**config.mk**
```make
export PLATFORM = sky130hd
export DESIGN_NAME = pipeline_hazard_ctrl
export DESIGN_NICKNAME = d
export VERILOG_FILES = /design/src/rtl/otter_pipe_pkg.sv /design/src/rtl/hazard_cmp.sv /design/src/rtl/pipeline_hazard_ctrl.sv
export SDC_FILE = /design/constraint.sdc
export NUM_CORES = 1
export LEC_CHECK = 0
export BUFFER_PORTS_ARGS = -buffer_cell sky130_fd_sc_hd__buf_4
export CAP_MARGIN = 40
export CORE_MARGIN = 2
export CORE_UTILIZATION = 40
export CTS_CLUSTER_DIAMETER = 30
export DETAILED_ROUTE_END_ITERATION = 16
export GPL_TIMING_DRIVEN = 0
export PLACE_DENSITY = 0.7
export SYNTH_ARGS = -nofsm -noshare
export SYNTH_HDL_FRONTEND = slang
export SYNTH_SLANG_ARGS = --single-unit
```
**constraint.sdc**
```tcl
create_clock -name CLK -period 2.6 [get_ports CLK]
set_clock_uncertainty 0.05 [all_clocks]
set_input_delay 0.13 -clock CLK [delete_from_list [all_inputs] [get_ports CLK]]
set_output_delay 0.13 -clock CLK [all_outputs]
set_load 0.1 [all_outputs]
```
**src/rtl/otter_pipe_pkg.sv**
```systemverilog
// Shared types and constants for the Otter pipeline hazard controller.
package otter_pipe_pkg;

    localparam int unsigned REG_ADDR_W = 5;
    localparam int unsigned WAIT_CTR_W = 16;

    typedef enum logic [1:0] {
        FWD_RF  = 2'b00,
        FWD_MEM = 2'b01,
        FWD_WB  = 2'b10
    } fwd_sel_t;

    typedef enum logic {
        HZ_RUN,
        HZ_MEM_WAIT
    } hz_state_t;

endpackage

```
**src/rtl/hazard_cmp.sv**
```systemverilog
// Register-match comparator: hit when the producer writes a nonzero register read by the consumer.
module hazard_cmp
    import otter_pipe_pkg::*;
(
    input  logic [REG_ADDR_W-1:0] src_addr_i,
    input  logic [REG_ADDR_W-1:0] dst_addr_i,
    input  logic                  reg_write_i,
    output logic                  hit_o
);

    assign hit_o = reg_write_i && (src_addr_i != '0) && (src_addr_i == dst_addr_i);

endmodule

```
**src/rtl/pipeline_hazard_ctrl.sv**
```systemverilog
// Otter 5-stage pipeline sequencer: stalls, flushes, forwarding selects, perf counters, mem timeout.
// Optional operand forwarding is enabled by defining PIPE_FORWARDING_EN.
module pipeline_hazard_ctrl
    import otter_pipe_pkg::*;
#(
    parameter int unsigned CNT_W       = 32,
    parameter int unsigned MEM_TIMEOUT = 64
) (
    input  logic                  CLK,
    input  logic                  RST_N,
    input  logic [REG_ADDR_W-1:0] rs1_addr_D,
    input  logic [REG_ADDR_W-1:0] rs2_addr_D,
    input  logic                  rs1_used_D,
    input  logic                  rs2_used_D,
    input  logic [REG_ADDR_W-1:0] rs1_addr_E,
    input  logic [REG_ADDR_W-1:0] rs2_addr_E,
    input  logic [REG_ADDR_W-1:0] rd_addr_E,
    input  logic                  regWrite_E,
    input  logic                  memRead2_E,
    input  logic [REG_ADDR_W-1:0] rd_addr_M,
    input  logic                  regWrite_M,
    input  logic [REG_ADDR_W-1:0] rd_addr_W,
    input  logic                  regWrite_W,
    input  logic                  redirect_E,
    input  logic                  dmem_req_M,
    input  logic                  dmem_ready,
    output logic                  pc_en,
    output logic                  fd_en,
    output logic                  de_en,
    output logic                  em_en,
    output logic                  mw_en,
    output logic                  fd_flush,
    output logic                  de_flush,
    output logic [1:0]            fwdA_sel,
    output logic [1:0]            fwdB_sel,
    output logic [CNT_W-1:0]      stall_cnt,
    output logic [CNT_W-1:0]      flush_cnt,
    output logic                  mem_err
);

    localparam logic [WAIT_CTR_W-1:0] TIMEOUT_V = WAIT_CTR_W'(MEM_TIMEOUT);

    hz_state_t             state_q, state_d;
    logic [WAIT_CTR_W-1:0] wait_ctr_q, wait_ctr_d;
    logic                  mem_err_q, mem_err_d;
    logic [CNT_W-1:0]      stall_cnt_q, stall_cnt_d;
    logic [CNT_W-1:0]      flush_cnt_q, flush_cnt_d;

    logic     mem_wait, data_hazard, redirect_fire;
    logic     hit1_e, hit2_e;
    logic     pc_run, fd_run, de_run, em_run, mw_run, fdf_run, def_run;
    fwd_sel_t fwd_a, fwd_b;

    assign mem_wait = dmem_req_M & ~dmem_ready;

    hazard_cmp u_cmp_d1_e (.src_addr_i(rs1_addr_D), .dst_addr_i(rd_addr_E), .reg_write_i(regWrite_E), .hit_o(hit1_e));
    hazard_cmp u_cmp_d2_e (.src_addr_i(rs2_addr_D), .dst_addr_i(rd_addr_E), .reg_write_i(regWrite_E), .hit_o(hit2_e));

`ifdef PIPE_FORWARDING_EN
    logic hit_a_m, hit_a_w, hit_b_m, hit_b_w;

    hazard_cmp u_cmp_ea_m (.src_addr_i(rs1_addr_E), .dst_addr_i(rd_addr_M), .reg_write_i(regWrite_M), .hit_o(hit_a_m));
    hazard_cmp u_cmp_ea_w (.src_addr_i(rs1_addr_E), .dst_addr_i(rd_addr_W), .reg_write_i(regWrite_W), .hit_o(hit_a_w));
    hazard_cmp u_cmp_eb_m (.src_addr_i(rs2_addr_E), .dst_addr_i(rd_addr_M), .reg_write_i(regWrite_M), .hit_o(hit_b_m));
    hazard_cmp u_cmp_eb_w (.src_addr_i(rs2_addr_E), .dst_addr_i(rd_addr_W), .reg_write_i(regWrite_W), .hit_o(hit_b_w));

    assign data_hazard = memRead2_E & ((rs1_used_D & hit1_e) | (rs2_used_D & hit2_e));

    // The younger M-stage result wins over W when both match.
    always_comb begin
        fwd_a = FWD_RF;
        fwd_b = FWD_RF;
        if (hit_a_m)      fwd_a = FWD_MEM;
        else if (hit_a_w) fwd_a = FWD_WB;
        if (hit_b_m)      fwd_b = FWD_MEM;
        else if (hit_b_w) fwd_b = FWD_WB;
    end
`else
    logic hit1_m, hit1_w, hit2_m, hit2_w;
    logic unused_fwd_inputs;

    hazard_cmp u_cmp_d1_m (.src_addr_i(rs1_addr_D), .dst_addr_i(rd_addr_M), .reg_write_i(regWrite_M), .hit_o(hit1_m));
    hazard_cmp u_cmp_d1_w (.src_addr_i(rs1_addr_D), .dst_addr_i(rd_addr_W), .reg_write_i(regWrite_W), .hit_o(hit1_w));
    hazard_cmp u_cmp_d2_m (.src_addr_i(rs2_addr_D), .dst_addr_i(rd_addr_M), .reg_write_i(regWrite_M), .hit_o(hit2_m));
    hazard_cmp u_cmp_d2_w (.src_addr_i(rs2_addr_D), .dst_addr_i(rd_addr_W), .reg_write_i(regWrite_W), .hit_o(hit2_w));

    // Without bypass paths, D waits until its producer has left W.
    assign data_hazard = (rs1_used_D & (hit1_e | hit1_m | hit1_w)) |
                         (rs2_used_D & (hit2_e | hit2_m | hit2_w));
    assign fwd_a = FWD_RF;
    assign fwd_b = FWD_RF;
    assign unused_fwd_inputs = ^{rs1_addr_E, rs2_addr_E, memRead2_E};
`endif

    always_comb begin
        pc_run        = 1'b1;
        fd_run        = 1'b1;
        de_run        = 1'b1;
        em_run        = 1'b1;
        mw_run        = 1'b1;
        fdf_run       = 1'b0;
        def_run       = 1'b0;
        redirect_fire = 1'b0;
        if (mem_wait) begin
            pc_run = 1'b0;
            fd_run = 1'b0;
            de_run = 1'b0;
            em_run = 1'b0;
            mw_run = 1'b0;
        end else if (redirect_E) begin
            fdf_run       = 1'b1;
            def_run       = 1'b1;
            redirect_fire = 1'b1;
        end else if (data_hazard) begin
            pc_run  = 1'b0;
            fd_run  = 1'b0;
            def_run = 1'b1;
        end
    end

    // Reset gating stays on the output side so RST_N never feeds flop data.
    assign pc_en    = RST_N & pc_run;
    assign fd_en    = RST_N & fd_run;
    assign de_en    = RST_N & de_run;
    assign em_en    = RST_N & em_run;
    assign mw_en    = RST_N & mw_run;
    assign fd_flush = ~RST_N | fdf_run;
    assign de_flush = ~RST_N | def_run;
    assign fwdA_sel = RST_N ? fwd_a : FWD_RF;
    assign fwdB_sel = RST_N ? fwd_b : FWD_RF;

    always_comb begin
        state_d    = state_q;
        wait_ctr_d = wait_ctr_q;
        mem_err_d  = mem_err_q;
        unique case (state_q)
            HZ_RUN: begin
                if (mem_wait) begin
                    state_d    = HZ_MEM_WAIT;
                    wait_ctr_d = '0;
                end
            end
            HZ_MEM_WAIT: begin
                if (dmem_ready) begin
                    state_d = HZ_RUN;
                end else begin
                    if (wait_ctr_q != '1) wait_ctr_d = wait_ctr_q + WAIT_CTR_W'(1);
                    if (wait_ctr_d == TIMEOUT_V) mem_err_d = 1'b1;
                end
            end
            default: state_d = HZ_RUN;
        endcase
    end

    always_comb begin
        stall_cnt_d = stall_cnt_q;
        flush_cnt_d = flush_cnt_q;
        if (!pc_run && stall_cnt_q != '1)       stall_cnt_d = stall_cnt_q + CNT_W'(1);
        if (redirect_fire && flush_cnt_q != '1) flush_cnt_d = flush_cnt_q + CNT_W'(1);
    end

    always_ff @(posedge CLK or negedge RST_N) begin
        if (!RST_N) begin
            state_q     <= HZ_RUN;
            wait_ctr_q  <= '0;
            mem_err_q   <= 1'b0;
            stall_cnt_q <= '0;
            flush_cnt_q <= '0;
        end else begin
            state_q     <= state_d;
            wait_ctr_q  <= wait_ctr_d;
            mem_err_q   <= mem_err_d;
            stall_cnt_q <= stall_cnt_d;
            flush_cnt_q <= flush_cnt_d;
        end
    end

    assign stall_cnt = stall_cnt_q;
    assign flush_cnt = flush_cnt_q;
    assign mem_err   = mem_err_q;

endmodule
```
# == After elaboration in Yosys (flattened, before gate mapping) ==
# Index checks and enable logic that the tools add are counted.
# totals
regBits,82
latch_bits,0
mem_bits_rw,0
rom_bits,0
in_bits,46
output_inout_bits,76
elab_cells,72
n_memories,0
# op_classes
n_addsub,3
mul,0
div,0
n_lt_le_gt_ge,0
n_eq_ne,12
n_shift,0
mux,18
bitwise_logic,15
n_reduce_logical,19
# ops
operator,count
$mux 16,5
$add 32x1->32 const B,2
$ne 32x32->1 const B,2
$pmux 16 s2,1
$eq 5x5->1,6
$add 16x1->16 const B,1
$eq 16x7->1 const B,1
$ne 16x16->1 const B,1
$logic_and 1x1->1,14
$mux 1,11
$reduce_bool 5->1,2
$or 1x1->1,7
$and 1x1->1,5
$ne 2x2->1 const B,2
$not 1->1,3
$reduce_and 3->1,1
$pmux 1 s2,1
$reduce_and 2->1,1
$logic_not 1->1,1

# == Depth between registers and ports, before layout ==
# Gate-level depths: netlist (run 1).
# logic_depth
word_depth,12
mapped_depth,10
depth_no_buf,9

# == Hierarchy ==
# Synthesis (run 1) repeated with hierarchy kept, for this count alone.
# hier_totals
hier_cells,503
area_unflattened_um2,4740.8
# modules_own_cells
mod,instances,cells_per_inst,area_each_um2,seq_area_each_um2
pipeline_hazard_ctrl,1,443,4282.9,2052.0
hazard_cmp,6,10,76.3,0.0

# == Worst setup path before layout (run 1) ==
# Ideal clock, no wire load.
# synth_timing
path_type,input to output
startpoint,in dmem_ready
endpoint,out pc_en
arrival_time_ns,3.101
required_time_ns,2.420
setup_slack_ns,-0.681
path_stages,4
n_path_buf,1
path_cell_list,nand2b_1 > and2_1 > nor2b_1 > buf_4
# synth_via
elab_chain_cells,4
# synth_lines
item,line_no,source
"start, declared",pipeline_hazard_ctrl.sv:26,"input logic dmem_ready,"
$not 1->1 (no line),--,
$and 1x1->1,pipeline_hazard_ctrl.sv:54,assign mem_wait = dmem_req_M & ~dmem_ready;
$mux 1,--,
$and 1x1->1,--,
"end, declared",pipeline_hazard_ctrl.sv:27,"output logic pc_en,"
# No other way between the ends.

# == Worst setup path in the final report (run 1) ==
# layout_timing
startpoint,"reg flush_cnt_q[0], in the netlist flush_cnt[0]"
endpoint,"reg flush_cnt_q[20], in the netlist flush_cnt[20]"
# layout_via
elab_chain_cells,2
elab_cells_between_ends,3
classes_between,add/sub: 1; eq/ne: 1; reduce/logical: 1
# layout_lines
item,line_no,source
"start, declared",pipeline_hazard_ctrl.sv:47,"logic [CNT_W-1:0] flush_cnt_q, flush_cnt_d;"
"start signal, assigned",pipeline_hazard_ctrl.sv:174,flush_cnt_q <= flush_cnt_d;
"parallel branches: the longest is 2 deep, another holds $add 32x1->32",--,
# Several ways; the timed one is not identified.
# A chain may end at the register's enable or synchronous reset.

==> metrics, run 1 <==
Worst Path Arrival=~2700 ps; H-tree Lvls=3; RSZ-0062 raised after global routing=no; Post-synth EDFFs=0; Rows=39; clk_lat worst skew=about 330 ps; fmax=404 MHz; # clock sinks=82; Avg WL per Cell=around 15 um; full die area=between 10000 and 15000 sq um; synthesized cell area=4710 sq um; IO Pins=~120; Root Driver=clkbuf_16; outcome=finished clean; Placer Congestion=0.849; CP bufs+invs=0; post-route insts no fill=approximately 760; global-route usage over all layers=18.0%; initial antenna violation count=0; crit path time final=between 2000 and 2500 ps; YS warnings=0; Core ar.=around 11000 sq um; footprint of the multi-input gates=around 2500 sq um; final worst-path cycle share=95.1%; Final setup viols=0; syn_area_per_cell=9.72 sq um; layout cell share with drive strength beyond 1=about a third; Synth Flop Type=dfrtp_1; Post-synth top cells=dfrtp_1, xor2_1, nand3_1; worst vdd ir=about 0.00069 V; Clock Tree Buf Depth=2; Final TNS setup=0 ps; Slew @ Worst Pin=approximately 940 ps; Routed Antenna Nets=0; sequential cell area fraction in the yosys report=43.5%; Post-DP HPWL=between 8000 and 9000 um; fin util=53.7%; Clock Pin Slew Worst Setup and Hold Paths=60 ps; Slew HR=between 30% and 40%; vias in the first global route=between 3000 and 4000; Worst EP required=between 2000 and 3000 ps; clock tree from TritonCTS=done; CP cell instances=ha_1 -> and3_1 -> nand4_1 -> nor4_2 -> nor4_1 -> nor3b_1 -> xnor2_1; kind of critical path=flip-flop to flip-flop; Hold Crit Class=primary input to async pin; Total Wirelength=~11000 um; first-pass GRT wire length=18700 um; Area growth, synth to finish=30.7%; CP max stage delay=roughly 780 ps; PortBufs=approximately 110; maxcap violations=0; Syn Inst Count=roughly 490; Die W=113 um; Starting Density=roughly 40%; share of the synthesized area in the top cell type=43.5%; Die H=between 100 and 150 um; count leader, synth=dfrtp_1; pwr/cell area=between 600 and 700 nW/um^2; Hold Fails Final Rpt=0; DR vias=4006; ant diodes=0; post-synth cell types=between 50 and 60; Reg area=roughly 2100 sq um; Filler cells=roughly 1100; Post-layout nets=between 600 and 700; ys async rst share=100%; first-pass iteration count of the detailed router=4; flops & latches, synth=82; DRC=0; CP startpoint kind=flip-flop; CTS Buf Count=9; largest cells by area after synthesis=dfrtp_1, xor2_1, xnor2_1; max-slew violations=0; placed cell count=between 700 and 800; largest area contributor in the netlist=dfrtp_1; Slowest-stage cell, CP=nor4_1; CP Max Fanout=5; Avg Vias per Cell=between 5 and 6; Leak Pwr=between 2 and 3 nW; total gr overflow=0; 1st-iter DRT viols=between 300 and 400; Critical Path Sink Type=flip-flop; Largest delay share family, worst path=simple AND/OR/NAND/NOR gates; largest net degree at the start of global routing=63
-- path summary, 6_finish.rpt --
| kind | start | endpoint | slack, ps | depth (start not counted) |
|---|---|---|---|---|
| min in group CLK | dmem_ready | wait_ctr_q[0] | 210 | 4 |
| worst max register to register | flush_cnt[0] | flush_cnt[20] | 130 | 7 |
| worst min register to register | mem_err | mem_err | 420 | 2 |
| worst min-delay path | RST_N | stall_cnt[7] | 190 | 2 |
| worst max-delay path | flush_cnt[0] | flush_cnt[20] | 130 | 7 |
| max in group asynchronous | RST_N | flush_cnt[26] | 1700 | 3 |
-- metal layers --
| metal | up-vias | global-route usage [%] | part of all wire, % |
|---|---|---|---|
| met1 | 1935 | 24.6 | 46 |
| met4 | 0 | 6.26 | 1.0 |
| met3 | 10 | 3.46 | 5.3 |
| met5 | - | 0 | 0 |
| li1 | 1958 | - | - |
| met2 | 103 | 28.8 | 48 |
-- cells in the final DEF, fill, tap and decap left out, types with 3 or more instances in the layout --
cell	synthesis	routed
nand2b_1	3	3
o21ai_0	15	15
and2_1	4	4
nor3b_1	3	3
nor2_1	27	26
o22ai_1	3	3
xor2_1	60	60
dfrtp_1	82	42
buf_4	9	117
nor2_2	3	3
dfrtp_4	0	3
a21oi_1	11	11
and3_1	16	16
nor3_2	9	9
or2_2	4	4
and4_1	6	6
nor3_1	17	17
nand3_2	3	3
conb_1	1	4
nand4_1	17	17
nor4_1	8	8
dfrtp_2	0	37
nand2_1	38	38
xnor2_1	34	34
a31oi_1	7	6
inv_1	10	10
nand3_1	49	49
clkbuf_1	7	7
a22o_1	3	3
clkbuf_16	0	9
-- timing repair --
action	CTS	global route
endpoints found under the hold margin	22	0
hold buffers	1	0
resized for setup	0	4
buffers inserted	0	2
endpoints found under the setup margin	0	2
-- kinds of logic after synthesis --
group | share of synthesized area (%)
buffers and inverters | 3.48
flip-flops | 43.5
adder cells (fa/ha/maj) | 0.796
AO/OA/AOI/OAI | 7.06
multiplexers | 0.690
AND/OR/NAND/NOR | 26.9
other | 0.0796
XOR/XNOR | 17.5
-- metrics by stage --
| stage | hold slack, ps | power [mW] | area (sq um) | setup slack, ps |
|---|---|---|---|---|
| 6_report | 188 | 4.31 | 6160 | 128 |
| 5_1_grt | 211 | 4.48 | 6160 | 11.0 |
| 4_1_cts | 196 | 4.34 | 6130 | 111 |
| 3_5_place_dp | 11.5 | 2.94 | 5790 | 140 |
| 3_3_place_gp | 336 | 2.92 | 5760 | 148 |
| 2_1_floorplan | -216 | 2.58 | 4790 | 5.02 |
-- layout make-up --
cell class | instances | area share, %
Inverter | 10 | 0.609
Tap cell | 143 | 2.90
Sequential cell | 82 | 34.2
Buffer | 20 | 2.05
Clock inverter | 6 | 1.46
Clock buffer | 10 | 3.88
Timing Repair Buffer | 110 | 13.8
Multi-Input combinational cell | 376 | 41.1
-- report_power, final --
part	internal [mW]	switching (mW)
clock network	0.869	0.512
registers	1.40	0.136
logic	0.332	1.06
total	2.60	1.71
-- sequential cells by signal (all words and copies together), names as in the netlist --
signal / count
wait_ctr_q: 16
mem_err: 1
flush_cnt: 32
stall_cnt: 32
state_q: 1
Note: power is estimated with default switching activity, not from simulation.
==> run 2: changes to the inputs <==
--- a/config.mk
+++ b/config.mk
@@ -5,14 +5,16 @@
 export SDC_FILE = /design/constraint.sdc
 export NUM_CORES = 1
 export LEC_CHECK = 0
+export ABC_AREA = 1
 export BUFFER_PORTS_ARGS = -buffer_cell sky130_fd_sc_hd__buf_4
 export CAP_MARGIN = 40
 export CORE_MARGIN = 2
 export CORE_UTILIZATION = 40
-export CTS_CLUSTER_DIAMETER = 30
+export CTS_BUF_LIST = sky130_fd_sc_hd__clkbuf_8
+export CTS_CLUSTER_DIAMETER = 80
 export DETAILED_ROUTE_END_ITERATION = 16
 export GPL_TIMING_DRIVEN = 0
-export PLACE_DENSITY = 0.7
+export PLACE_DENSITY = 0.69
 export SYNTH_ARGS = -nofsm -noshare
 export SYNTH_HDL_FRONTEND = slang
 export SYNTH_SLANG_ARGS = --single-unit
==> metrics, run 2 <==
synthesized cell area=5650 sq um (+20%); largest net degree at the start of global routing=66 (+4.8%); Crit. path cell count=9 (+2); Synth Flop Type=dfrtp_1; CP bufs+invs=0 (unchanged); RR Startpoint=wait_ctr_q[0]; commonest non-fill, non-tap cell in the layout=nand2_1; IO Pins=122 (unchanged); worst reg2reg path endpoint=mem_err; ant diodes=0 (unchanged); Post-synth EDFFs=0 (unchanged); Slew HR=55.5% (+19 points); CP cell instances=ha_1 -> nand2_1 -> nor2_1 -> nand4_1 -> o21ai_0 -> nand3_1 -> nor2_1 -> nand3_1 -> nand2_1; Critical Path Sink Type=flip-flop; Routed Antenna Nets=0 (unchanged); reg2reg setup slack=220 ps (+90 ps); Area growth, synth to finish=22.9%; Slowest-stage cell, CP=dfrtp_1; Post-layout nets=1004 (+53%); flops & latches, synth=82 (unchanged); max-slew violations=0 (unchanged); crit path to=mem_err; initial antenna violation count=0 (unchanged); Placer Congestion=0.968 (+14%); vias in the first global route=5240 (+35%); Post-DP HPWL=12300 um (+46%); YS warnings=0 (unchanged); post-route insts no fill=1140 (+51%); placed cell count=1123 (+52%); hold buffers post-CTS=1 (unchanged); clock tree from TritonCTS=done; crit path time final=2380 ps (-94.1 ps); full die area=15100 sq um (+19%); Die H=123 um (+9.2%); H-tree Lvls=3 (unchanged); sequential cell area fraction in the yosys report=36.3% (-7.2 points); Clock Pin Slew Worst Setup and Hold Paths=90 ps (+30 ps); maxcap violations=0 (unchanged); Largest delay share family, worst path=simple AND/OR/NAND/NOR gates; Post-CTS Setup Inserts=0 (unchanged); CTS Buf Count=9 (unchanged); first-pass iteration count of the detailed router=4 (unchanged); Rows=43 (+10%); Placed Area=6730 sq um (+16%); Core ar.=13800 sq um (+21%); Starting Density=40.9% (-0.21 points); Post-synth top cells=nand2_1, nor2_1, inv_1; Root Driver=clkbuf_8; final worst-path cycle share=91.5% (-3.6 points); most frequent cells in the layout=nand2_1, buf_4, nor2_1; Syn Inst Count=833 (+72%); total gr overflow=0 (unchanged); Hold Crit Class=primary input to async pin; count leader, synth=nand2_1; CP Max Fanout=6 (+1); PortBufs=106 (unchanged); layout cell share with drive strength beyond 1=15.8% (-19 points); Worst EP required=2850 ps (+50 ps); global-route usage over all layers=21.3% (+3.3 points); largest cells by area after synthesis=dfrtp_1, nand2_1, xor2_1; fin util=50.3% (-3.5 points); Die W=123 um (+9.2%); CP max stage delay=470 ps (-310 ps); RSZ-0062 raised after global routing=no; Hold Fails Final Rpt=0 (unchanged); Final TNS setup=0 ps (unchanged); cts repair resizes=0 (unchanged); # clock sinks=82 (unchanged); worst setup path start=wait_ctr_q[0]; Clock Tree Buf Depth=2 (unchanged); DR vias=5723 (+43%); Slew @ Worst Pin=662 ps (-279 ps); largest area contributor in the netlist=dfrtp_1; outcome=finished clean; Avg WL per Cell=13.7 um (-8.8%); worst vdd ir=0.000554 V (-20%); Total Wirelength=15700 um (+37%); fmax=420 MHz (+4.0%); Leak Pwr=3.55 nW (+25%); first-pass GRT wire length=25600 um (+37%); 1st-iter DRT viols=396 (+32%); R2R depth=9 (+2); ys async rst share=100% (unchanged); CP startpoint kind=flip-flop; DRC=0 (unchanged); Avg Vias per Cell=5.02 (-5.1%); clk_lat worst skew=360 ps (+30 ps); final instance area=6950 sq um (+13%); share of the synthesized area in the top cell type=36.3% (-7.2 points); post-synth cell types=27 (-48%); Worst Path Arrival=2630 ps (-40 ps); Pwr Total=3.90 mW (-9.4%); syn_area_per_cell=6.79 sq um (-30%); Final setup viols=0 (unchanged); kind of critical path=flip-flop to flip-flop; pwr/cell area=561 nW/um^2 (-20%)
run 2: cell count changes in the layout (fill, tap and decap cells not counted), moves of 9 or more:
cell,before,now
xor2_1,60,47
xnor2_1,34,18
dfrtp_1,42,81
nor3_1,17,32
nand2_1,38,281
o21ai_0,15,30
and3_1,16,0
nand4_1,17,55
dfrtp_2,37,1
nor2_1,26,95
clkbuf_16,9,0
inv_1,10,90
run 2: logic make-up after synthesis:
kind of cell,count (synthesis),share of synthesized area (%)
compound gates,34,3.01
other cells,1,0.0663
flops,82,36.3
simple gates,534,41.4
buf+inv,114,8.54
fa+ha+maj,3,0.664
xor+xnor,65,10.1
run 2: per-layer routing:
layer  routed length [um]  vias to the layer above  global-route usage [%]
met4                  337                        0                    6.54
met1                 7230                     2657                    28.6
met2                 7500                      140                    35.4
met5                    0                        -                       0
li1                     -                     2897                       -
met3                  588                       29                    3.23
run 2: worst min-delay path by stage:
stage | endpoint | slack [ps] | depth (start not counted)
floorplan | flush_cnt[0] | -220 | 0
global placement | stall_cnt[29] | 340 | 1
detailed placement | stall_cnt[27] | -20 | 1
CTS | stall_cnt[27] | 130 | 2
global route | stall_cnt[28] | 150 | 2
finish | stall_cnt[27] | 130 | 2
run 2: layout make-up:
cell class,instances,area (sq um)
multi-input cells,640,3140
plain buffers,24,145
clock inverters,7,91.3
repair buffers,108,833
flip-flops and latches,82,2050
well taps,180,225
fillers,1432,6880
clock buffers,9,124
inverters,90,338
run 2: through the flow:
stage | hold WS [ps] | worst slack [ps]
2_1_floorplan | -216 | 2.18
3_3_place_gp | 341 | 268
3_5_place_dp | -17.3 | 254
4_1_cts | 125 | 243
5_1_grt | 146 | 85.6
6_report | 131 | 222
run 2: power breakdown:
group / switching, mW / leakage, nW / internal [mW]
combinational: 1.07 / 2.36 / 0.309
sequential: 0.128 / 1.08 / 1.37
clock: 0.487 / 0.109 / 0.539
